**src/rtl/mem_arb_pkg.sv**
```systemverilog
// rtl/mem_arb_pkg.sv - shared types, defaults and helpers for the memory arbiter
package mem_arb_pkg;

    localparam int ADDR_W_DFLT = 15;
    localparam int DATA_W_DFLT = 16;
    // Requester indices fit in two bits: at most four requesters share the memory.
    localparam int IDX_W       = 2;

    typedef enum logic {
        ARB_FREE,
        ARB_LOCKED
    } arb_state_t;

    function automatic logic [IDX_W-1:0] rr_next(input logic [IDX_W-1:0] ptr, input int nreq);
        if (int'(ptr) + 1 >= nreq) begin
            return '0;
        end
        return ptr + IDX_W'(1);
    endfunction

endpackage

```
**src/rtl/mem_arbiter_if.sv**
```systemverilog
// rtl/mem_arbiter_if.sv - requester, response and memory-side signals of the arbiter
interface mem_arbiter_if #(
    parameter int NREQ   = 2,
    parameter int ADDR_W = mem_arb_pkg::ADDR_W_DFLT,
    parameter int DATA_W = mem_arb_pkg::DATA_W_DFLT
);
    logic [NREQ-1:0]             req_valid;
    logic [NREQ-1:0]             req_we;
    logic [NREQ-1:0]             req_lock;
    logic [NREQ-1:0][ADDR_W-1:0] req_addr;
    logic [NREQ-1:0][DATA_W-1:0] req_wdata;
    logic [NREQ-1:0]             req_ready;
    logic [NREQ-1:0]             rsp_valid;
    logic [DATA_W-1:0]           rsp_rdata;
    logic                        mem_we;
    logic [ADDR_W-1:0]           mem_addr;
    logic [DATA_W-1:0]           mem_wdata;
    logic [DATA_W-1:0]           mem_rdata;

    modport master (
        output req_valid, req_we, req_lock, req_addr, req_wdata, mem_rdata,
        input  req_ready, rsp_valid, rsp_rdata, mem_we, mem_addr, mem_wdata
    );

    modport slave (
        input  req_valid, req_we, req_lock, req_addr, req_wdata, mem_rdata,
        output req_ready, rsp_valid, rsp_rdata, mem_we, mem_addr, mem_wdata
    );
endinterface

```
**src/rtl/rr_picker.sv**
```systemverilog
// rtl/rr_picker.sv - combinational first-valid search starting at a rotating pointer
module rr_picker
    import mem_arb_pkg::*;
#(
    parameter int NREQ = 2
) (
    input  logic [NREQ-1:0]  valid,
    input  logic [IDX_W-1:0] start,
    output logic [NREQ-1:0]  grant,
    output logic [IDX_W-1:0] idx
);

    logic found;

    // First pass covers start..NREQ-1, second pass wraps around to 0..start-1.
    always_comb begin
        grant = '0;
        idx   = '0;
        found = 1'b0;
        for (int k = 0; k < NREQ; k++) begin
            if (!found && valid[k] && (k >= int'(start))) begin
                found    = 1'b1;
                grant[k] = 1'b1;
                idx      = IDX_W'(k);
            end
        end
        for (int k = 0; k < NREQ; k++) begin
            if (!found && valid[k]) begin
                found    = 1'b1;
                grant[k] = 1'b1;
                idx      = IDX_W'(k);
            end
        end
    end

endmodule

```
**src/rtl/mem_arbiter.sv**
```systemverilog
// rtl/mem_arbiter.sv - round-robin single-port memory arbiter with bounded lock
module mem_arbiter
    import mem_arb_pkg::*;
#(
    parameter int NREQ     = 2,
    parameter int ADDR_W   = ADDR_W_DFLT,
    parameter int DATA_W   = DATA_W_DFLT,
    parameter int LOCK_MAX = 8
) (
    input  logic          clk,
    input  logic          rst_n,
    mem_arbiter_if.slave  bus
);

    localparam int CNT_W   = $clog2(LOCK_MAX + 1);
    localparam bit LOCK_EN = (LOCK_MAX > 1);

    arb_state_t        state, state_n;
    logic [IDX_W-1:0]  owner, owner_n;
    logic [IDX_W-1:0]  rr_ptr, rr_ptr_n;
    logic [CNT_W-1:0]  lock_cnt, lock_cnt_n;
    logic [NREQ-1:0]   rsp_valid_q;

    logic [NREQ-1:0]   owner_mask;
    logic [NREQ-1:0]   pick_valid;
    logic [NREQ-1:0]   pick_grant;
    logic [NREQ-1:0]   gnt_vec;
    logic [IDX_W-1:0]  gnt_idx;
    logic              accept;
    logic              gnt_lock;
    logic              lock_last;
    logic [ADDR_W-1:0] addr_mux;
    logic [DATA_W-1:0] wdata_mux;

    always_comb begin
        for (int k = 0; k < NREQ; k++) begin
            owner_mask[k] = (owner == IDX_W'(k));
        end
    end

    assign pick_valid = (state == ARB_LOCKED) ? (bus.req_valid & owner_mask) : bus.req_valid;

    rr_picker #(.NREQ(NREQ)) u_picker (
        .valid (pick_valid),
        .start ((state == ARB_LOCKED) ? owner : rr_ptr),
        .grant (pick_grant),
        .idx   (gnt_idx)
    );

    assign gnt_vec   = rst_n ? pick_grant : '0;
    assign accept    = |gnt_vec;
    assign gnt_lock  = |(gnt_vec & bus.req_lock);
    // The cycle in which the lock has been held for LOCK_MAX cycles, entry cycle included.
    assign lock_last = (state == ARB_LOCKED) && (lock_cnt == CNT_W'(LOCK_MAX - 1));

    always_comb begin
        addr_mux  = '0;
        wdata_mux = '0;
        for (int k = 0; k < NREQ; k++) begin
            if (gnt_vec[k]) begin
                addr_mux  = bus.req_addr[k];
                wdata_mux = bus.req_wdata[k];
            end
        end
    end

    assign bus.req_ready = gnt_vec;
    assign bus.mem_we    = |(gnt_vec & bus.req_we);
    assign bus.mem_addr  = addr_mux;
    assign bus.mem_wdata = wdata_mux;
    // A response due in a reset cycle is dropped.
    assign bus.rsp_valid = rst_n ? rsp_valid_q : '0;
    assign bus.rsp_rdata = (|bus.rsp_valid) ? bus.mem_rdata : '0;

    always_comb begin
        state_n    = state;
        owner_n    = owner;
        rr_ptr_n   = rr_ptr;
        lock_cnt_n = lock_cnt;
        case (state)
            ARB_FREE: begin
                if (accept) begin
                    rr_ptr_n = rr_next(gnt_idx, NREQ);
                    if (gnt_lock && LOCK_EN) begin
                        state_n    = ARB_LOCKED;
                        owner_n    = gnt_idx;
                        lock_cnt_n = CNT_W'(1);
                    end
                end
            end
            ARB_LOCKED: begin
                lock_cnt_n = lock_cnt + CNT_W'(1);
                if (lock_last || (accept && !gnt_lock)) begin
                    state_n    = ARB_FREE;
                    rr_ptr_n   = rr_next(owner, NREQ);
                    lock_cnt_n = '0;
                end
            end
            default: state_n = ARB_FREE;
        endcase
    end

    always_ff @(posedge clk) begin
        if (!rst_n) begin
            state       <= ARB_FREE;
            owner       <= '0;
            rr_ptr      <= '0;
            lock_cnt    <= '0;
            rsp_valid_q <= '0;
        end else begin
            state       <= state_n;
            owner       <= owner_n;
            rr_ptr      <= rr_ptr_n;
            lock_cnt    <= lock_cnt_n;
            rsp_valid_q <= gnt_vec & ~bus.req_we;
        end
    end

endmodule

```
**src/flat_wrapper.sv**
```systemverilog
// flat-port wrapper written by rule: the top's interface ports become plain ports
module mem_arbiter_flat import mem_arb_pkg::*;
#(
    parameter int NREQ     = 2,
    parameter int ADDR_W   = ADDR_W_DFLT,
    parameter int DATA_W   = DATA_W_DFLT,
    parameter int LOCK_MAX = 8
)
  (clk, rst_n, bus_req_valid, bus_req_we, bus_req_lock, bus_req_addr, bus_req_wdata, bus_mem_rdata, bus_req_ready, bus_rsp_valid, bus_rsp_rdata, bus_mem_we, bus_mem_addr, bus_mem_wdata);
  mem_arbiter_if #(.NREQ(NREQ), .ADDR_W(ADDR_W), .DATA_W(DATA_W)) bus_i ();
  input  logic clk;
  input  logic rst_n;
  input wire logic [$bits(bus_i.req_valid)-1:0] bus_req_valid;
  input wire logic [$bits(bus_i.req_we)-1:0] bus_req_we;
  input wire logic [$bits(bus_i.req_lock)-1:0] bus_req_lock;
  input wire logic [$bits(bus_i.req_addr)-1:0] bus_req_addr;
  input wire logic [$bits(bus_i.req_wdata)-1:0] bus_req_wdata;
  input wire logic [$bits(bus_i.mem_rdata)-1:0] bus_mem_rdata;
  output wire logic [$bits(bus_i.req_ready)-1:0] bus_req_ready;
  output wire logic [$bits(bus_i.rsp_valid)-1:0] bus_rsp_valid;
  output wire logic [$bits(bus_i.rsp_rdata)-1:0] bus_rsp_rdata;
  output wire logic [$bits(bus_i.mem_we)-1:0] bus_mem_we;
  output wire logic [$bits(bus_i.mem_addr)-1:0] bus_mem_addr;
  output wire logic [$bits(bus_i.mem_wdata)-1:0] bus_mem_wdata;
  assign bus_i.req_valid = bus_req_valid;
  assign bus_i.req_we = bus_req_we;
  assign bus_i.req_lock = bus_req_lock;
  assign bus_i.req_addr = bus_req_addr;
  assign bus_i.req_wdata = bus_req_wdata;
  assign bus_i.mem_rdata = bus_mem_rdata;
  assign bus_req_ready = bus_i.req_ready;
  assign bus_rsp_valid = bus_i.rsp_valid;
  assign bus_rsp_rdata = bus_i.rsp_rdata;
  assign bus_mem_we = bus_i.mem_we;
  assign bus_mem_addr = bus_i.mem_addr;
  assign bus_mem_wdata = bus_i.mem_wdata;
  mem_arbiter #(.NREQ(NREQ), .ADDR_W(ADDR_W), .DATA_W(DATA_W), .LOCK_MAX(LOCK_MAX)) u_core (.clk(clk), .rst_n(rst_n), .bus(bus_i));
endmodule
```
**config.mk**
```make
export PLATFORM = sky130hd
export DESIGN_NAME = mem_arbiter_flat
export DESIGN_NICKNAME = d
export VERILOG_FILES = /design/src/rtl/mem_arb_pkg.sv /design/src/rtl/mem_arbiter_if.sv /design/src/rtl/rr_picker.sv /design/src/rtl/mem_arbiter.sv /design/src/flat_wrapper.sv
export SDC_FILE = /design/constraint.sdc
export NUM_CORES = 1
export LEC_CHECK = 0
export ABC_CLOCK_PERIOD_IN_PS = 2150
export CORE_MARGIN = 2
export CORE_UTILIZATION = 24
export DETAILED_ROUTE_END_ITERATION = 10
export MAX_ROUTING_LAYER = met4
export PLACE_DENSITY = 0.8
export SETUP_SLACK_MARGIN = 0.1
export SLEW_MARGIN = 20
export SYNTH_ARGS = -nofsm -noshare
export SYNTH_HDL_FRONTEND = slang
export SYNTH_SLANG_ARGS = --single-unit
```
**constraint.sdc**
```tcl
create_clock -name clk -period 2.15 [get_ports clk]
set_clock_uncertainty 0.15 [all_clocks]
set_input_delay 0.43 -clock clk [delete_from_list [all_inputs] [get_ports clk]]
set_output_delay 0.43 -clock clk [all_outputs]
set_load 0.05 [all_outputs]
```
Yosys cells after proc, flatten, opt, wreduce, memory -nomap -nowiden
Index checks and enable logic that the tools add are counted.
{"block": "totals", "output_inout_bits": 52, "in_bits": 86, "reg_bits": 11}
{"block": "op_classes", "reduce_logical": 20, "bitwise_logic": 6, "n_lt_le_gt_ge": 4, "n_mux": 39, "n_eq_ne": 5, "n_addsub": 5}
{"cell": "32-bit by 3-bit >= comparator with 1-bit output, second input constant", "count": 2}
{"cell": "16-bit two-way mux", "count": 3}
{"cell": "15-bit two-way mux", "count": 2}
{"cell": "2-bit two-way mux", "count": 12}
{"cell": "1-bit two-way mux", "count": 16}
{"cell": "4-bit two-way mux", "count": 3}
{"cell": "2-bit bitwise AND", "count": 4}
{"cell": "4-bit case mux with 2 select lines", "count": 1}
{"cell": "2-bit OR reduction", "count": 4}
{"cell": "1-bit logical AND", "count": 7}
{"cell": "2-bit by 1-bit adder with 3-bit output, second input constant", "count": 2}
{"cell": "2-bit by 1-bit adder with 2-bit output, second input constant", "count": 2}
{"cell": "4-bit by 1-bit adder with 4-bit output, second input constant", "count": 1}
{"cell": "4-bit by 3-bit equality test with 1-bit output, second input constant", "count": 1}
{"cell": "1-bit by 2-bit >= comparator with 1-bit output, first input constant", "count": 2}
{"cell": "1-bit logical NOT", "count": 4}
{"cell": "2-bit by 1-bit != test with 1-bit output, second input constant", "count": 2}
{"cell": "2-bit case mux with 2 select lines", "count": 1}
{"cell": "2-bit AND reduction", "count": 2}
{"cell": "3-bit AND reduction", "count": 1}
{"cell": "2-bit by 1-bit equality test with 1-bit output, second input constant", "count": 1}
{"cell": "2-bit logical NOT", "count": 1}
{"cell": "2-bit != test, second input constant", "count": 1}
{"cell": "2-bit NOT", "count": 1}
{"cell": "3 further kinds", "count": 3}

Logic depth before layout (Yosys ltp)
Gate-level depths: netlist (run 1).
{"block": "logic_depth", "ltp_word": 26, "ltp_mapped": 7}

By module
A second synthesis (run 1) with hierarchy kept.
{"block": "hier_totals", "cells_unflattened": 141, "hier_area_um2": 1133.6}
{"module": "mem_arbiter", "seq_area_each_um2": 220.2, "n_inst": 1, "cells_each": 134, "area_each_um2": 1087.3}
{"module": "rr_picker", "seq_area_each_um2": 0.0, "n_inst": 1, "cells_each": 7, "area_each_um2": 46.3}

Least setup slack after synthesis (run 1)
No wires, ideal clock.
{"block": "synth_timing", "kind": "input to output", "start": "input bus_req_valid[0]", "end": "output bus_mem_wdata[10]", "t_arrival_ps": 2203, "path_stages": 4, "required_ps": 1570, "slack_ps": -633, "cell_sequence": "nor3b_1 > nor3_2 > clkbuf_1 > a22o_1"}
{"block": "synth_via", "elab_chain_len": 16, "word_cells_on_any_way": 19, "cone_classes": "mux (10); bitwise (1); reduce/logical (8)"}
{"item": "start: declaration", "line": "flat_wrapper.sv:13", "rtl": "input wire logic [$bits(bus_i.req_valid)-1:0] bus_req_valid;"}
{"item": "2-bit bitwise AND", "line": "mem_arbiter.sv:41", "rtl": "assign pick_valid = (state == ARB_LOCKED) ? (bus.req_valid & owner_mask) : bus.req_valid;"}
{"item": "2-bit two-way mux (*)", "line": "mem_arbiter.sv:41"}
{"item": "1-bit logical AND", "line": "rr_picker.sv:21", "rtl": "if (!found && valid[k] && (k >= int'(start))) begin"}
{"item": "1-bit two-way mux", "line": "rr_picker.sv:21"}
{"item": "1-bit logical NOT", "line": "rr_picker.sv:21"}
{"item": "1-bit logical AND (2 in series)", "line": "rr_picker.sv:21"}
{"item": "1-bit two-way mux", "line": "rr_picker.sv:21"}
{"item": "1-bit logical NOT", "line": "rr_picker.sv:28", "rtl": "if (!found && valid[k]) begin"}
{"item": "1-bit logical AND", "line": "rr_picker.sv:28"}
{"item": "1-bit two-way mux", "line": "rr_picker.sv:28"}
{"item": "1-bit logical NOT", "line": "rr_picker.sv:28"}
{"item": "1-bit logical AND", "line": "rr_picker.sv:28"}
{"item": "1-bit two-way mux (*)", "line": "rr_picker.sv:28"}
{"item": "2-bit two-way mux (*)", "line": "mem_arbiter.sv:50", "rtl": "assign gnt_vec = rst_n ? pick_grant : '0;"}
{"item": "via bus_req_ready[1]", "line": "flat_wrapper.sv:19", "rtl": "output wire logic [$bits(bus_i.req_ready)-1:0] bus_req_ready;"}
{"item": "16-bit two-way mux (*)", "line": "mem_arbiter.sv:60", "rtl": "if (gnt_vec[k]) begin"}
{"item": "end: declaration", "line": "flat_wrapper.sv:24", "rtl": "output wire logic [$bits(bus_i.mem_wdata)-1:0] bus_mem_wdata;"}
Mark *: on every way through the listed nets, which the timed path passes. The rest lies on a longest branch.

Final worst setup path (run 1)
{"block": "layout_timing", "start": "register u_core.rr_ptr[0]", "end": "output bus_mem_wdata[9]"}
{"block": "layout_via", "elab_chain_len": 16, "word_cells_on_any_way": 20, "cone_classes": "order compare (2); mux (10); reduce/logical (8)"}
{"item": "start: declaration", "line": "mem_arbiter.sv:20", "rtl": "logic [IDX_W-1:0] rr_ptr, rr_ptr_n;"}
{"item": "start signal: assignment", "line": "mem_arbiter.sv:113", "rtl": "rr_ptr <= rr_ptr_n;"}
{"item": "2-bit two-way mux (*)", "line": "mem_arbiter.sv:45", "rtl": ".start ((state == ARB_LOCKED) ? owner : rr_ptr),"}
{"item": "1-bit by 2-bit >= comparator with 1-bit output", "line": "rr_picker.sv:21"}
{"item": "1-bit logical AND", "line": "rr_picker.sv:21"}
{"item": "1-bit two-way mux", "line": "rr_picker.sv:21"}
{"item": "1-bit logical NOT", "line": "rr_picker.sv:21"}
{"item": "1-bit logical AND (2 in series)", "line": "rr_picker.sv:21"}
{"item": "1-bit two-way mux", "line": "rr_picker.sv:21"}
{"item": "1-bit logical NOT", "line": "rr_picker.sv:28"}
{"item": "1-bit logical AND", "line": "rr_picker.sv:28"}
{"item": "1-bit two-way mux", "line": "rr_picker.sv:28"}
{"item": "1-bit logical NOT", "line": "rr_picker.sv:28"}
{"item": "1-bit logical AND", "line": "rr_picker.sv:28"}
{"item": "1-bit two-way mux", "line": "rr_picker.sv:28"}
{"item": "2-bit two-way mux (*)", "line": "mem_arbiter.sv:50"}
{"item": "16-bit two-way mux (*)", "line": "mem_arbiter.sv:60"}
Every way passes the cells marked *; elsewhere a longest branch is shown, timed or not.

==> results.json, run 1 <==
{
  "status": "finished, violations left",
  "violations": "negative setup slack",
  "critPathMaxFanout": 9,
  "postRouteAntennaNets": 0,
  "drt_iter0_drc": 125,
  "whs_ns": 0.361,
  "p_int_mw": 0.939,
  "p_sw_share_pct": 41.2,
  "setup_violations": 33,
  "layout_commonest_cell": "clkdlybuf4s50_1",
  "final_cell_mix": "clkdlybuf4s50_1, buf_12, a22o_4",
  "crit_chain": "nor3b_4 > nor3_4 > buf_12 > buf_16 > a22o_4 > buf_12",
  "antennaDiodeCount": 0,
  "drc": 0,
  "synth_nets": 209,
  "cpMaxStageDelayCell": "dfxtp_2",
  "setup_slack_ns": -0.125,
  "leakage_nw": 1.61,
  "p_sw_mw": 0.659,
  "relSlewSlack_pct": 79.1,
  "grt_max_degree": 17,
  "cts_max_path_buffers": 2,
  "rows": 23,
  "seq_power_share_pct": 12.7,
  "ys_warn_count": 0,
  "htreeDepth": 1,
  "irDropWorstVdd_v": 0.000638,
  "cpLargestDelayFamily": "buffers and inverters",
  "area_growth_pct": 275,
  "initial_core_util_pct": 24.8,
  "cts_buffers": 3,
  "grt_pass1_vias": 1960,
  "synth_seq_cells": 9,
  "cp-end-kind": "output port",
  "gp_congestion": 0.839,
  "num-fill-cells": 112,
  "power_mw": 1.60,
  "cts_sinks": 9,
  "coreArea_sq_um": 4000,
  "finalHoldViolCount": 0,
  "syn_inst": 122,
  "cts_hold_buf": 0,
  "cp_data_required_time_ns": 1.57,
  "cts_tree": "done",
  "fin_area_sq_um": 3720,
  "die_h_um": 68.3,
  "ys_seq_area_share_pct": 18.2,
  "overflow": 0,
  "vias_per_cell": 6.06,
  "antenna_found_initial": 0,
  "hold_path_class": "primary input to flip-flop",
  "critPathKind": "flip-flop to output port",
  "syn_area_per_cell_sq_um": 8.13,
  "wire_per_inst_um": 32.9,
  "worst_ep_arrival_time_ns": 1.69,
  "path_buf_inv": 3,
  "hpwl_um": 4770,
  "rsz0062_at_grt": "yes",
  "io_pins": 138,
  "fin_crit_sh_pct": 106,
  "combPwrFrac_pct": 74.6,
  "cap_violations": 0,
  "grt_pass1_wl_um": 11800,
  "pwr-share-clk_pct": 12.7,
  "min_period_ns": 2.27,
  "syn_area_sq_um": 992,
  "io_buffer_count": 137,
  "placed_area_sq_um": 3050,
  "clkSlewWorstSetupHoldPaths_ns": 0.05,
  "clk_latency_ns": 0.24,
  "p_per_area_nw_per_um2": 429,
  "cts-root-buf": "clkbuf_8",
  "worst_pin_slew_ns": 0.308,
  "maxSlewViolCount": 0,
  "nNetsFinal": 376,
  "grtUsageTotal_pct": 37.8,
  "dr.pass1.iters": 4,
  "vias": 2047,
  "die_w_um": 68.3,
  "synth_cell_types": 38,
  "fmax_mhz": 440,
  "path_common_cell": "buf_12",
  "start_kind": "flip-flop",
  "drive_gt1_share_pct": 53.5,
  "drt_wl_total_um": 11100,
  "cpPeakStageDelay_ns": 0.36,
  "final_util_pct": 93.1,
  "dieArea_sq_um": 4660
}
-- per-layer routing --
metal	global-route usage, %	wire length [um]	vias to the layer above
li1	-	-	811
met1	34.0	3530	971
met2	70.6	5480	179
met3	10.4	1120	86
met4	21.8	1010	0
met5	-	0	-
-- stage by stage --
stage	cells	TNS, ns	setup slack, ns
after floorplan	122	-0.283	-0.0472
after global placement	318	-14.47	-0.299
after detailed placement	318	-17.15	-0.363
after CTS	333	-0.745	-0.0410
after global routing	338	-3.74	-0.143
final	338	-3.08	-0.125
-- registers in the layout, summed over array words and instances, names as in the netlist --
| register | cells |
|---|---|
| u_core.state | 1 |
| u_core.lock_cnt | 4 |
| u_core.rsp_valid_q | 2 |
| u_core.rr_ptr | 1 |
| u_core.owner | 1 |
-- Yosys cell counts (all sizes together) --
cell      n  area, sq um
o211a     1         10.0
nand2     5         18.8
nor4      1         6.26
nand3b    1         7.51
ha        1         12.5
nor2      3         11.3
a211oi    1         7.51
and2      5         31.3
nor2b    18          120
a21boi    2         15.0
or3       1         6.26
or2b      1         7.51
a22o     32          280
nand3     3         15.0
nand4     4         25.0
mux2      1         15.0
buf       3         18.8
o311ai    1         8.76
o211ai    3         32.5
clkbuf    6         22.5
a21oi     1         5.00
dfxtp     9          180
or4b      1         13.8
a31o      1         8.76
nor3b     1         7.51
or2       1         6.26
nor3      1         10.0
a2bb2oi   1         8.76
a31oi     1         6.26
mux2i     1         10.0
a211o     2         17.5
inv       5         18.8
and3      3         18.8
or3b      1         8.76
-- repair_timing --
| action | CTS | global route |
|---|---|---|
| endpoints found under the setup margin | 58 | 37 |
| setup buffers | 6 | 2 |
| pin swaps | 8 | 15 |
| cloned | 5 | 3 |
| resized for setup | 66 | 24 |
-- cell type report --
type	instances	area (sq um)	area share, %
inverter	5	26.3	0.705
multi-input combinational	99	1180	31.6
clock buffer	4	45.0	1.21
tap	50	62.6	1.68
sequential	9	186	5.01
timing repair buffer	171	2230	59.8
-- cell families after synthesis --
family / after synthesis / synth area share (%)
and+or+nand+nor: 50 / 31.7
AOI/OAI and AO/OA: 46 / 40.4
DFF: 9 / 18.2
muxes: 2 / 2.52
buffers and inverters: 14 / 6.05
adders and majority gates: 1 / 1.26
-- worst register-to-register path, delay by kind of cell, from the launching register on --
kind	cells	cell delay, ns
AO/OA/AOI/OAI	1	0.31
buffers and inverters	1	0.14
flip-flops	1	0.37
multiplexers	1	0.31
AND/OR/NAND/NOR	3	0.81
-- path summary, 6_finish.rpt --
check                                   startpoint                     to  slack (ns)  cells past startpoint
worst max register to register        u_core.state        u_core.owner[0]       -0.05                      6
worst min-delay path                         rst_n  u_core.rsp_valid_q[1]        0.36                      3
worst min register to register  u_core.lock_cnt[2]     u_core.lock_cnt[2]        0.42                      1
worst max-delay path              u_core.rr_ptr[0]       bus_mem_wdata[9]       -0.12                      6
-- power groups by stage --
stage               logic (mW)  clock network [mW]  registers [mW]
floorplan                0.442                   0           0.191
global placement         0.918                   0           0.197
detailed placement       0.931                   0           0.197
CTS                       1.05               0.200           0.197
global route              1.21               0.210           0.203
finish                    1.19               0.202           0.203
Note: power is estimated with default switching activity, not from simulation.
==> run 2, diff against run 1 <==
--- a/config.mk
+++ b/config.mk
@@ -9,6 +9,7 @@
 export CORE_MARGIN = 2
 export CORE_UTILIZATION = 24
 export DETAILED_ROUTE_END_ITERATION = 10
+export GPL_TIMING_DRIVEN = 0
 export MAX_ROUTING_LAYER = met4
 export PLACE_DENSITY = 0.8
 export SETUP_SLACK_MARGIN = 0.1
==> run 2 against run 1 <==
  * The flow still finishes with violations (negative setup slack)
  * Cell area decreased by 15%
  * Register-to-register slack improved by 0.15 ns
  * Critical path type unchanged
  * Sequential cell count unchanged
  * Largest power group unchanged
  * Sequential power decreased by 5%
  * Via count decreased by 18%
  * Clock power about the same
  * First-iteration DRC count decreased by 49%
  * Count of clock-buffer cells in the layout unchanged
  * Non-clock buffer count decreased by 3
==> results.json, run 2 (same netlist as run 1, synthesis figures left out) <==
{
  "status": "finished, violations left",
  "violations": "negative setup slack",
  "cp-end-kind": "output port",
  "cts_sinks": 9,
  "nNetsFinal": 373,
  "pwr-share-clk_pct": 15.2,
  "grt_max_degree": 11,
  "layout_commonest_cell": "clkdlybuf4s50_1",
  "fin_crit_sh_pct": 105,
  "cts_hold_buf": 0,
  "largest_register": "u_core.lock_cnt",
  "leakage_nw": 1.42,
  "tns_ns": -3.07,
  "maxSlewViolCount": 0,
  "cap_violations": 0,
  "hold_path_class": "flip-flop to flip-flop",
  "clkSlewWorstSetupHoldPaths_ns": 0.04,
  "antennaDiodeCount": 0,
  "rows": 23,
  "critPathKind": "flip-flop to output port",
  "p_sw_share_pct": 40.4,
  "cts_buffers": 3,
  "overflow": 0,
  "clk_latency_ns": 0.24,
  "hpwl_um": 4050,
  "fmax_mhz": 442,
  "htreeDepth": 1,
  "io_buffer_count": 137,
  "fin_area_sq_um": 3160,
  "worst_pin_slew_ns": 0.524,
  "die_h_um": 68.3,
  "postRouteAntennaNets": 0,
  "drc": 0,
  "cp_data_required_time_ns": 1.57,
  "drive_gt1_share_pct": 49.1,
  "setup_slack_ns": -0.114,
  "relSlewSlack_pct": 65.2,
  "grt_pass1_vias": 1561,
  "start_kind": "flip-flop",
  "p_sw_mw": 0.536,
  "min_period_ns": 2.26,
  "p_int_mw": 0.792,
  "wire_per_inst_um": 18.1,
  "antenna_found_initial": 0,
  "dr.pass1.iters": 4,
  "vias": 1681,
  "cts-root-buf": "clkbuf_8",
  "die_w_um": 68.3,
  "drt_iter0_drc": 64,
  "finalHoldViolCount": 0,
  "cts_tree": "done",
  "final_cell_mix": "clkdlybuf4s50_1, buf_6, buf_4",
  "dieArea_sq_um": 4660,
  "irDropWorstVdd_v": 0.000445,
  "cts_max_path_buffers": 2,
  "area_growth_pct": 219,
  "grt_pass1_wl_um": 7940,
  "seq_power_share_pct": 14.5,
  "worst_ep_arrival_time_ns": 1.68,
  "rsz0062_at_grt": "yes",
  "drt_wl_total_um": 6080,
  "io_pins": 138,
  "p_per_area_nw_per_um2": 420,
  "top_regs": "u_core.lock_cnt: 4 flops, u_core.rsp_valid_q: 2 flops",
  "combPwrFrac_pct": 70.3,
  "power_mw": 1.33,
  "critPathMaxFanout": 7,
  "largest_reg_flops": 4,
  "placed_area_sq_um": 2620,
  "grtUsageTotal_pct": 23.7,
  "initial_core_util_pct": 24.8,
  "gp_congestion": 0.847,
  "vias_per_cell": 5.02,
  "setup_violations": 32,
  "coreArea_sq_um": 4000
}
[run 2: changes by cell type in the layout (fill, tap and decap cells not counted), sizes merged]
cell	before	now
clkdlybuf4s15	0	2
dlygate4sd2	0	2
buf	85	71
clkdlybuf4s50	82	81
dlymetal6s2s	0	1
clkbuf	8	15
[run 2: timing repair]
| action | CTS | global route |
|---|---|---|
| gates resized for setup | 380 | 23 |
| pin swaps | 11 | 7 |
| setup endpoints to repair | 57 | 42 |
| buffers inserted | 12 | 6 |
| gates cloned | 5 | 0 |
[run 2: final cells by class]
type	count	area, sq um
Clock buffer	4	45.0
Multi-Input combinational cell	99	1070
Inverter	5	23.8
Timing Repair Buffer	159	1620
Sequential cell	9	181
Fill cell	244	840
Buffer	9	159
Tap cell	50	62.6
[run 2: through the flow]
step,hold slack (ns),std cells,utilization [%],worst slack (ns)
after floorplan,0.312,122,-,-0.0472
after global placement,0.332,309,65.5,-1.30
after detailed placement,0.339,309,65.5,-1.31
after CTS,0.347,330,75.7,-0.0908
after global routing,0.370,335,79.0,-0.149
final,0.348,335,79.0,-0.114
[run 2: per-layer routing]
layer	global-route usage (%)	up-vias	wire (um)
li1	-	800	-
met1	25.6	801	2260
met2	45.3	74	3310
met3	3.29	6	451
met4	5.25	0	54
met5	-	-	0
[run 2: path summary, 6_finish.rpt]
path	start	end	slack (ns)	cells after the start
worst min-delay path	u_core.lock_cnt[1]	u_core.lock_cnt[1]	0.35	2
worst min register to register	u_core.lock_cnt[1]	u_core.lock_cnt[1]	0.35	2
worst max-delay path	u_core.state	bus_mem_addr[13]	-0.11	7
worst max register to register	u_core.state	u_core.lock_cnt[3]	0.10	7
[run 2: power groups by stage]
stage	clock network [mW]	registers (mW)	logic, mW
floorplan	0	0.191	0.442
global placement	0	0.193	0.743
detailed placement	0	0.194	0.748
CTS	0.207	0.192	0.877
global route	0.215	0.194	0.969
finish	0.202	0.193	0.933
[run 2: worst max-delay path: stages, from the launching register on]
cell       delay, ns
dfxtp_2         0.31
buf_6           0.12
nand3b_1        0.23
nand3_4         0.15
inv_6           0.06
clkbuf_16       0.16
a22o_2          0.26
buf_6           0.15
